<file path="src/rtl/matmul_req_arbiter.sv">
// matmul_req_arbiter: round-robin front end that shares one 2x2 matmul engine
// between NREQ requesters. One job in flight; operands are latched on accept,
// engine start is held until done, and the result (or a watchdog abort) is
// returned to the owning requester through a valid/ready response.
module matmul_req_arbiter #(
    parameter int DATA_W  = 8,
    parameter int ACC_W   = 32,
    parameter int NREQ    = 2,
    parameter int TIMEOUT = 64
) (
    input  logic                                   clk,
    input  logic                                   rst_n,
    input  logic [NREQ-1:0]                        i_req_valid,
    output logic [NREQ-1:0]                        o_req_ready,
    input  logic [NREQ-1:0][1:0][1:0][DATA_W-1:0]  i_req_a,
    input  logic [NREQ-1:0][1:0][1:0][DATA_W-1:0]  i_req_b,
    output logic [NREQ-1:0]                        o_rsp_valid,
    input  logic [NREQ-1:0]                        i_rsp_ready,
    output logic [1:0][1:0][ACC_W-1:0]             o_rsp_c,
    output logic                                   o_rsp_err,
    output logic                                   o_eng_start,
    output logic [1:0][1:0][DATA_W-1:0]            o_eng_a,
    output logic [1:0][1:0][DATA_W-1:0]            o_eng_b,
    input  logic [1:0][1:0][ACC_W-1:0]             i_eng_c,
    input  logic                                   i_eng_done,
    output logic                                   o_busy,
    output logic [$clog2(NREQ)-1:0]                o_grant_id
);

    localparam int IDW = $clog2(NREQ);
    localparam int WDW = $clog2(TIMEOUT + 1);

    typedef enum logic [1:0] {
        S_IDLE,
        S_START,
        S_RESP
    } state_t;

    state_t                        r_state;
    state_t                        w_state_nxt;
    logic [IDW-1:0]                r_last;
    logic [IDW-1:0]                r_grant;
    logic [WDW-1:0]                r_wdog;
    logic                          r_eng_start;
    logic [1:0][1:0][DATA_W-1:0]   r_eng_a;
    logic [1:0][1:0][DATA_W-1:0]   r_eng_b;
    logic [1:0][1:0][ACC_W-1:0]    r_rsp_c;
    logic                          r_rsp_err;

    logic [IDW-1:0]                w_cand;
    logic [IDW-1:0]                w_pick_id;
    logic                          w_pick_valid;
    logic                          w_accept;
    logic                          w_timeout;
    logic                          w_rsp_done;

    // Round-robin search: first valid requester after the last grant, with wrap
    always_comb begin
        w_cand       = '0;
        w_pick_id    = '0;
        w_pick_valid = 1'b0;
        for (int i = 1; i <= NREQ; i++) begin
            w_cand = IDW'((int'(r_last) + i) % NREQ);
            if (!w_pick_valid && i_req_valid[w_cand]) begin
                w_pick_valid = 1'b1;
                w_pick_id    = w_cand;
            end
        end
    end

    assign w_accept   = rst_n && (r_state == S_IDLE) && w_pick_valid;
    assign w_timeout  = (r_wdog == WDW'(TIMEOUT - 1));
    assign w_rsp_done = (r_state == S_RESP) && i_rsp_ready[r_grant];

    // Handshake decode: ready only to the chosen requester, valid only to the owner
    always_comb begin
        o_req_ready = '0;
        o_rsp_valid = '0;
        if (w_accept) begin
            o_req_ready[w_pick_id] = 1'b1;
        end
        if (r_state == S_RESP) begin
            o_rsp_valid[r_grant] = 1'b1;
        end
    end

    // State register
    always_ff @(posedge clk) begin
        if (!rst_n) begin
            r_state <= S_IDLE;
        end else begin
            r_state <= w_state_nxt;
        end
    end

    // Next-state logic; done takes precedence over a coincident watchdog expiry
    always_comb begin
        w_state_nxt = r_state;
        case (r_state)
            S_IDLE:  if (w_accept) w_state_nxt = S_START;
            S_START: if (i_eng_done || w_timeout) w_state_nxt = S_RESP;
            S_RESP:  if (w_rsp_done) w_state_nxt = S_IDLE;
            default: w_state_nxt = S_IDLE;
        endcase
    end

    // Accept path: latch operands and owner, arm engine start, clear the watchdog
    always_ff @(posedge clk) begin
        if (!rst_n) begin
            r_eng_a <= '0;
            r_eng_b <= '0;
            r_grant <= '0;
            r_last  <= IDW'(NREQ - 1);
        end else if (w_accept) begin
            r_eng_a <= i_req_a[w_pick_id];
            r_eng_b <= i_req_b[w_pick_id];
            r_grant <= w_pick_id;
            r_last  <= w_pick_id;
        end
    end

    // Run path: hold start, count the watchdog, capture result or abort
    always_ff @(posedge clk) begin
        if (!rst_n) begin
            r_eng_start <= 1'b0;
            r_wdog      <= '0;
            r_rsp_c     <= '0;
            r_rsp_err   <= 1'b0;
        end else if (w_accept) begin
            r_eng_start <= 1'b1;
            r_wdog      <= '0;
        end else if (r_state == S_START) begin
            r_wdog <= r_wdog + WDW'(1);
            if (i_eng_done) begin
                r_rsp_c     <= i_eng_c;
                r_rsp_err   <= 1'b0;
                r_eng_start <= 1'b0;
            end else if (w_timeout) begin
                r_rsp_c     <= '0;
                r_rsp_err   <= 1'b1;
                r_eng_start <= 1'b0;
            end
        end
    end

    assign o_eng_start = r_eng_start;
    assign o_eng_a     = r_eng_a;
    assign o_eng_b     = r_eng_b;
    assign o_rsp_c     = r_rsp_c;
    assign o_rsp_err   = r_rsp_err;
    assign o_busy      = (r_state != S_IDLE);
    assign o_grant_id  = r_grant;

endmodule

</file>
<file path="config.mk">
export PLATFORM = sky130hd
export DESIGN_NAME = matmul_req_arbiter
export DESIGN_NICKNAME = d
export VERILOG_FILES = /design/src/rtl/matmul_req_arbiter.sv
export SDC_FILE = /design/constraint.sdc
export NUM_CORES = 1
export LEC_CHECK = 0
export ABC_AREA = 1
export CAP_MARGIN = 15
export CORE_AREA = 4 4 176 178
export CTS_BUF_LIST = sky130_fd_sc_hd__clkbuf_16
export DETAILED_ROUTE_END_ITERATION = 12
export DIE_AREA = 0 0 180 182
export RECOVER_POWER = 50
export SLEW_MARGIN = 20
export SYNTH_ARGS = -nofsm -noshare
export SYNTH_HDL_FRONTEND = slang
export SYNTH_SLANG_ARGS = --single-unit
</file>
<file path="constraint.sdc">
create_clock -name clk -period 1.5 [get_ports clk]
set_clock_uncertainty 0.1 [all_clocks]
set_input_delay 0.15 -clock clk [delete_from_list [all_inputs] [get_ports clk]]
set_output_delay 0.15 -clock clk [all_outputs]
set_load 0.02 [all_outputs]
</file>
* After elaboration in Yosys (flattened, before gate mapping) *
Index checks and enable logic that the tools add are counted.

word-level totals
  logic and storage cells = 84
  output and inout port bits = 200
  input port bits = 263
  register bits after elaboration = 205

cells by class
  muxes and demuxes = 32
  add/sub/neg operators = 3
  reduce and logical (&&, ||, !) cells = 17
  bitwise operators = 2
  equality and inequality tests = 6
  magnitude comparators = 6

operators with widths
  cell                                                                  number
  128-bit two-way mux                                                   2
  32-bit two-way mux                                                    4
  1-bit two-way mux                                                     18
  2-bit two-way mux                                                     5
  1-bit by 2-bit < comparator with 1-bit output, second input constant  4
  7-bit by 1-bit adder with 7-bit output, second input constant         1
  7-bit by 6-bit == test with 1-bit output, second input constant       1
  1-bit logical AND                                                     6
  2-bit inequality test, second input constant                          3
  2-bit case mux with 3 select lines                                    1
  3-bit AND reduction                                                   2
  2-bit nonzero test                                                    3
  3-bit nonzero test                                                    1
  1-bit adder, second input constant                                    2
  1-bit demux with 1-bit select                                         2
  2-bit by 1-bit == test with 1-bit output, second input constant       1
  2-bit == test, second input constant                                  1
  1-bit greater-or-equal comparator, second input constant              2
  2-bit zero test                                                       1
  1-bit NOT                                                             2
  2-bit AND reduction                                                   1
  2-bit OR reduction                                                    1
  1-bit zero test                                                       1
  1-bit logical OR                                                      1

* Depth between registers and ports, before layout *
  depth in word-level cells = 12
  mapped depth = 10
  mapped depth without buffers = 9

* Worst setup path after synthesis *
Ideal clock, no wire load.

  path kind = register to register
  start = register r_wdog[0]
  end = register r_rsp_c (netlist bit o_rsp_c[12])
  period minus slack after synthesis = 1.576 ns
  data required time = 1.268 ns
  slack = -0.076 ns
  data arrival time = 1.343 ns
  library setup time = 0.132 ns
  stages on the path, launching flop included = 11
  buffers on the path = 2
  path through = dfxtp_1 -> ha_1 -> inv_1 -> nor2_2 -> nand2_1 -> nand2_1 -> nand2_1 -> buf_2 -> buf_6 -> nand2_1 -> a21oi_1

between the ends
  cells in the longest elaborated chain, start to end = 3

RTL lines
  element                                   line  RTL
  from (decl)                               43    logic [WDW-1:0] r_wdog;
  from (signal assigned)                    133   r_wdog <= r_wdog + WDW'(1);
  7-bit by 6-bit == test with 1-bit output  72    assign w_timeout = (r_wdog == WDW'(TIMEOUT - 1));
  2-bit nonzero test (no line)              n/a
  3-bit AND reduction (no line)             n/a
  to (signal assigned)                      135   r_rsp_c <= i_eng_c;
  to (decl)                                 47    logic [1:0][1:0][ACC_W-1:0] r_rsp_c;

No other way between the ends.
A chain may end at the register's enable or synchronous reset.

* Final worst setup path *
  start = register r_wdog[1]
  end = register r_rsp_c (netlist bit o_rsp_c[58])

The elaborated chain is that of the path after synthesis.

==> impl_metrics.ini <==
[setup_path]
worstPathMaxFanout = 7
r2r_start = r_wdog[1]
path_cells = ha_4 > inv_4 > nor2_4 > nand2_4 > nand2_8 > buf_12 > nand2_8 > buf_12 > buf_16 > nand2_2 > a21oi_2
cp.required_ns = 1.78
rrSetupSlack_ns = -0.22
r2r_cells = 11
crit_slowest_cell = dfxtp_2
crit_type = reg2reg
critPathArrivalTime_ns = 2.00
cp-start-kind = flop
reg2reg_to = o_rsp_c[58]
end_kind = flop
slowest_delay_ns = 0.35

[worst_hold_path]
min_from = i_req_b[25]
whs_path_depth = 3
hold_class = in2reg
holdPathEnd = o_eng_b[25]

[yosys]
yosys.cell_types.count = 24
syn_area_um2 = 7791
ys_ff_latch = 205
synth_nets = 1318
synth_area_leaders = dfxtp_1 (53%), nand2_1 (26%), a21oi_1 (10%), buf_6 (2.6%), nand3_1 (2.4%)
yosys_warnings = 0
synth_top_area_cell = dfxtp_1
yosys.area.top_type_share_pct = 52.67
syn_area_per_cell_um2 = 7.392
syn_inst = 1054
synth-seq-area-share_pct = 52.67

[sta]
finalCriticalPeriod_ns = 1.720
setup_violations = 148
timing.setup.tns_ns = -15.18
fin_ws_ns = -0.2203
fin_crit_sh_pct = 114.7
hold_viol = 0
drv_slew = 0
relSlewSlack_pct = 43.76
max_freq_mhz = 581.3
worstMarginPinSlew_ns = 0.8436
rsz0062_at_grt = true

[cts]
cts_buffers = 24
htreeDepth = 1
holdBufCountCts = 0
clkLatencyLatePin_ns = 0.52
clock-sinks = 205
cts_tree = yes
clockBufferDepth = 3
cts_root_buffer = clkbuf_16
cts.reportedPaths.clkPinSlew_ns = 0.06

[route]
antenna_left = 0
vias = 8890
drt_first_pass_iters = 4
routed_wl_um = 35480
initialDrtViolationCount = 323
wl_per_cell_um = 17.85
viasPerCell = 4.472
post-route-drc-count = 0

[die]
io_pins = 463
die_area_um2 = 32760
start_util_pct = 26.50
rows = 63
die_h_um = 182
die_w_um = 180
core_um2 = 29400

[placement]
gp_routability_congestion = 0.8310
placed_area_um2 = 12950
hpwl_um = 22570
place_ws_ns = -0.4507
portBuffers = 462

[global_routing]
grt_first_pass_wirelength_um = 51580
grt_util_met2_pct = 35.96
antenna_found_initial = 1
grt_max_degree = 93
top_usage_layer = met2
grt_pass1_vias = 8847
met1_usage_pct = 22.77
gr-total-overflow = 0
grt_usage_pct = 19.69
grtUsageMet3_pct = 4.547

[layout]
fin_area_um2 = 15410
syn_to_final_growth_pct = 97.75
drive_above_1_share_pct = 26.36
fin_util_pct = 52.40
mostFrequentLayoutCell = nand2_1
final_nets = 1844
layout_common_cells = nand2_1 (418), clkdlybuf4s50_1 (262), dfxtp_1 (197)

[job]
max_cap_violations = 0

[pwr]
vdd_drop_max_uv = 666.9
p_leak_uw = 0.006139
powerDensity_nw_per_um2 = 933.6

[outcome]
violations = negative setup slack
status = finished with violations
-- cell usage after synthesis --
| library cell | number |
|---|---|
| buf_2 | 24 |
| o21ai_2 | 1 |
| buf_4 | 4 |
| nand2_2 | 2 |
| ha_1 | 1 |
| nor3_4 | 1 |
| dfxtp_1 | 205 |
| inv_4 | 1 |
| inv_2 | 3 |
| inv_1 | 11 |
| a211oi_1 | 1 |
| nor2_2 | 4 |
| nor2_4 | 1 |
| nor2_1 | 11 |
| nand3b_1 | 1 |
| clkbuf_1 | 17 |
| o21ai_0 | 5 |
| a22oi_1 | 1 |
| a21oi_1 | 161 |
| nand3_1 | 37 |
| buf_1 | 3 |
| nand2_1 | 540 |
| o21bai_1 | 1 |
| buf_6 | 18 |
-- cells by family (layout without fill, tap and decap cells) --
family / after synthesis / in the layout / synth area share [%]
compound gates: 170 / 170 / 11.06
flops: 205 / 205 / 52.67
simple gates: 597 / 599 / 29.85
other cells: 0 / 1 / 0
buf+inv: 81 / 622 / 6.247
fa+ha+maj: 1 / 1 / 0.1606
-- worst max path at each step --
stage / from / endpoint / slack (ns) / depth (start not counted)
after global routing: r_wdog[1] / o_rsp_c[104] / -0.28 / 11
after global placement: rst_n / o_req_ready[1] / -0.45 / 6
after floorplan: r_wdog[1] / o_rsp_c[10] / 0.01 / 10
final: r_wdog[1] / o_rsp_c[58] / -0.22 / 11
after CTS: r_state[1] / o_req_ready[1] / -0.24 / 6
after detailed placement: rst_n / o_req_ready[1] / -0.45 / 6
-- registers in the layout, summed over array words and instances, names as in the netlist --
name         flops
r_wdog           7
r_last           1
o_eng_b         32
o_grant_id       1
o_rsp_c        128
r_state          2
o_rsp_err        1
o_eng_a         32
o_eng_start      1
-- through the flow --
stage	total power, uW	hold WS [ns]	cells
detailed placement	8763	0.3484	1882
global route	15040	0.06116	1988
global placement	8750	0.3473	1882
floorplan	7148	0.1602	1054
finish	14380	0.07423	1988
CTS	14530	0.04437	1983
-- what timing repair did --
item / in CTS / in global routing
gates cloned: 26 / 4
endpoints found under the setup margin: 393 / 297
pin swaps: 26 / 18
setup buffers: 33 / 10
resized for setup: 513 / 332
-- per-layer routing --
metal / vias up / wire, um
met5: - / 0
met4: 0 / 1069
met3: 69 / 2333
met2: 326 / 17920
met1: 4083 / 14150
li1: 4412 / -
-- critical path, delay by kind of cell, from the launching register on --
| family | cells | cell delay, ns |
|---|---|---|
| buffers and inverters | 4 | 0.46 |
| adder cells (fa/ha/maj) | 1 | 0.15 |
| AO/OA/AOI/OAI | 1 | 0.05 |
| flip-flops | 1 | 0.35 |
| AND/OR/NAND/NOR | 5 | 0.46 |
-- final cells by class --
class	count	area, um2
well taps	390	488.0
inverters	15	66.31
flip-flops and latches	205	4114
clock buffers	24	600.6
multi-input cells	770	4307
clock inverters	19	102.6
repair buffers	564	5727
diodes	1	2.502
fillers	2739	13990
-- power by group --
part           switching, uW  leakage (uW)  internal, uW
sequential               209       0.00167          5760
clock                   2370      0.000349          2910
combinational           1540       0.00412          1590
total                   4120       0.00614         10300
Power figures use the tool's default switching activity.
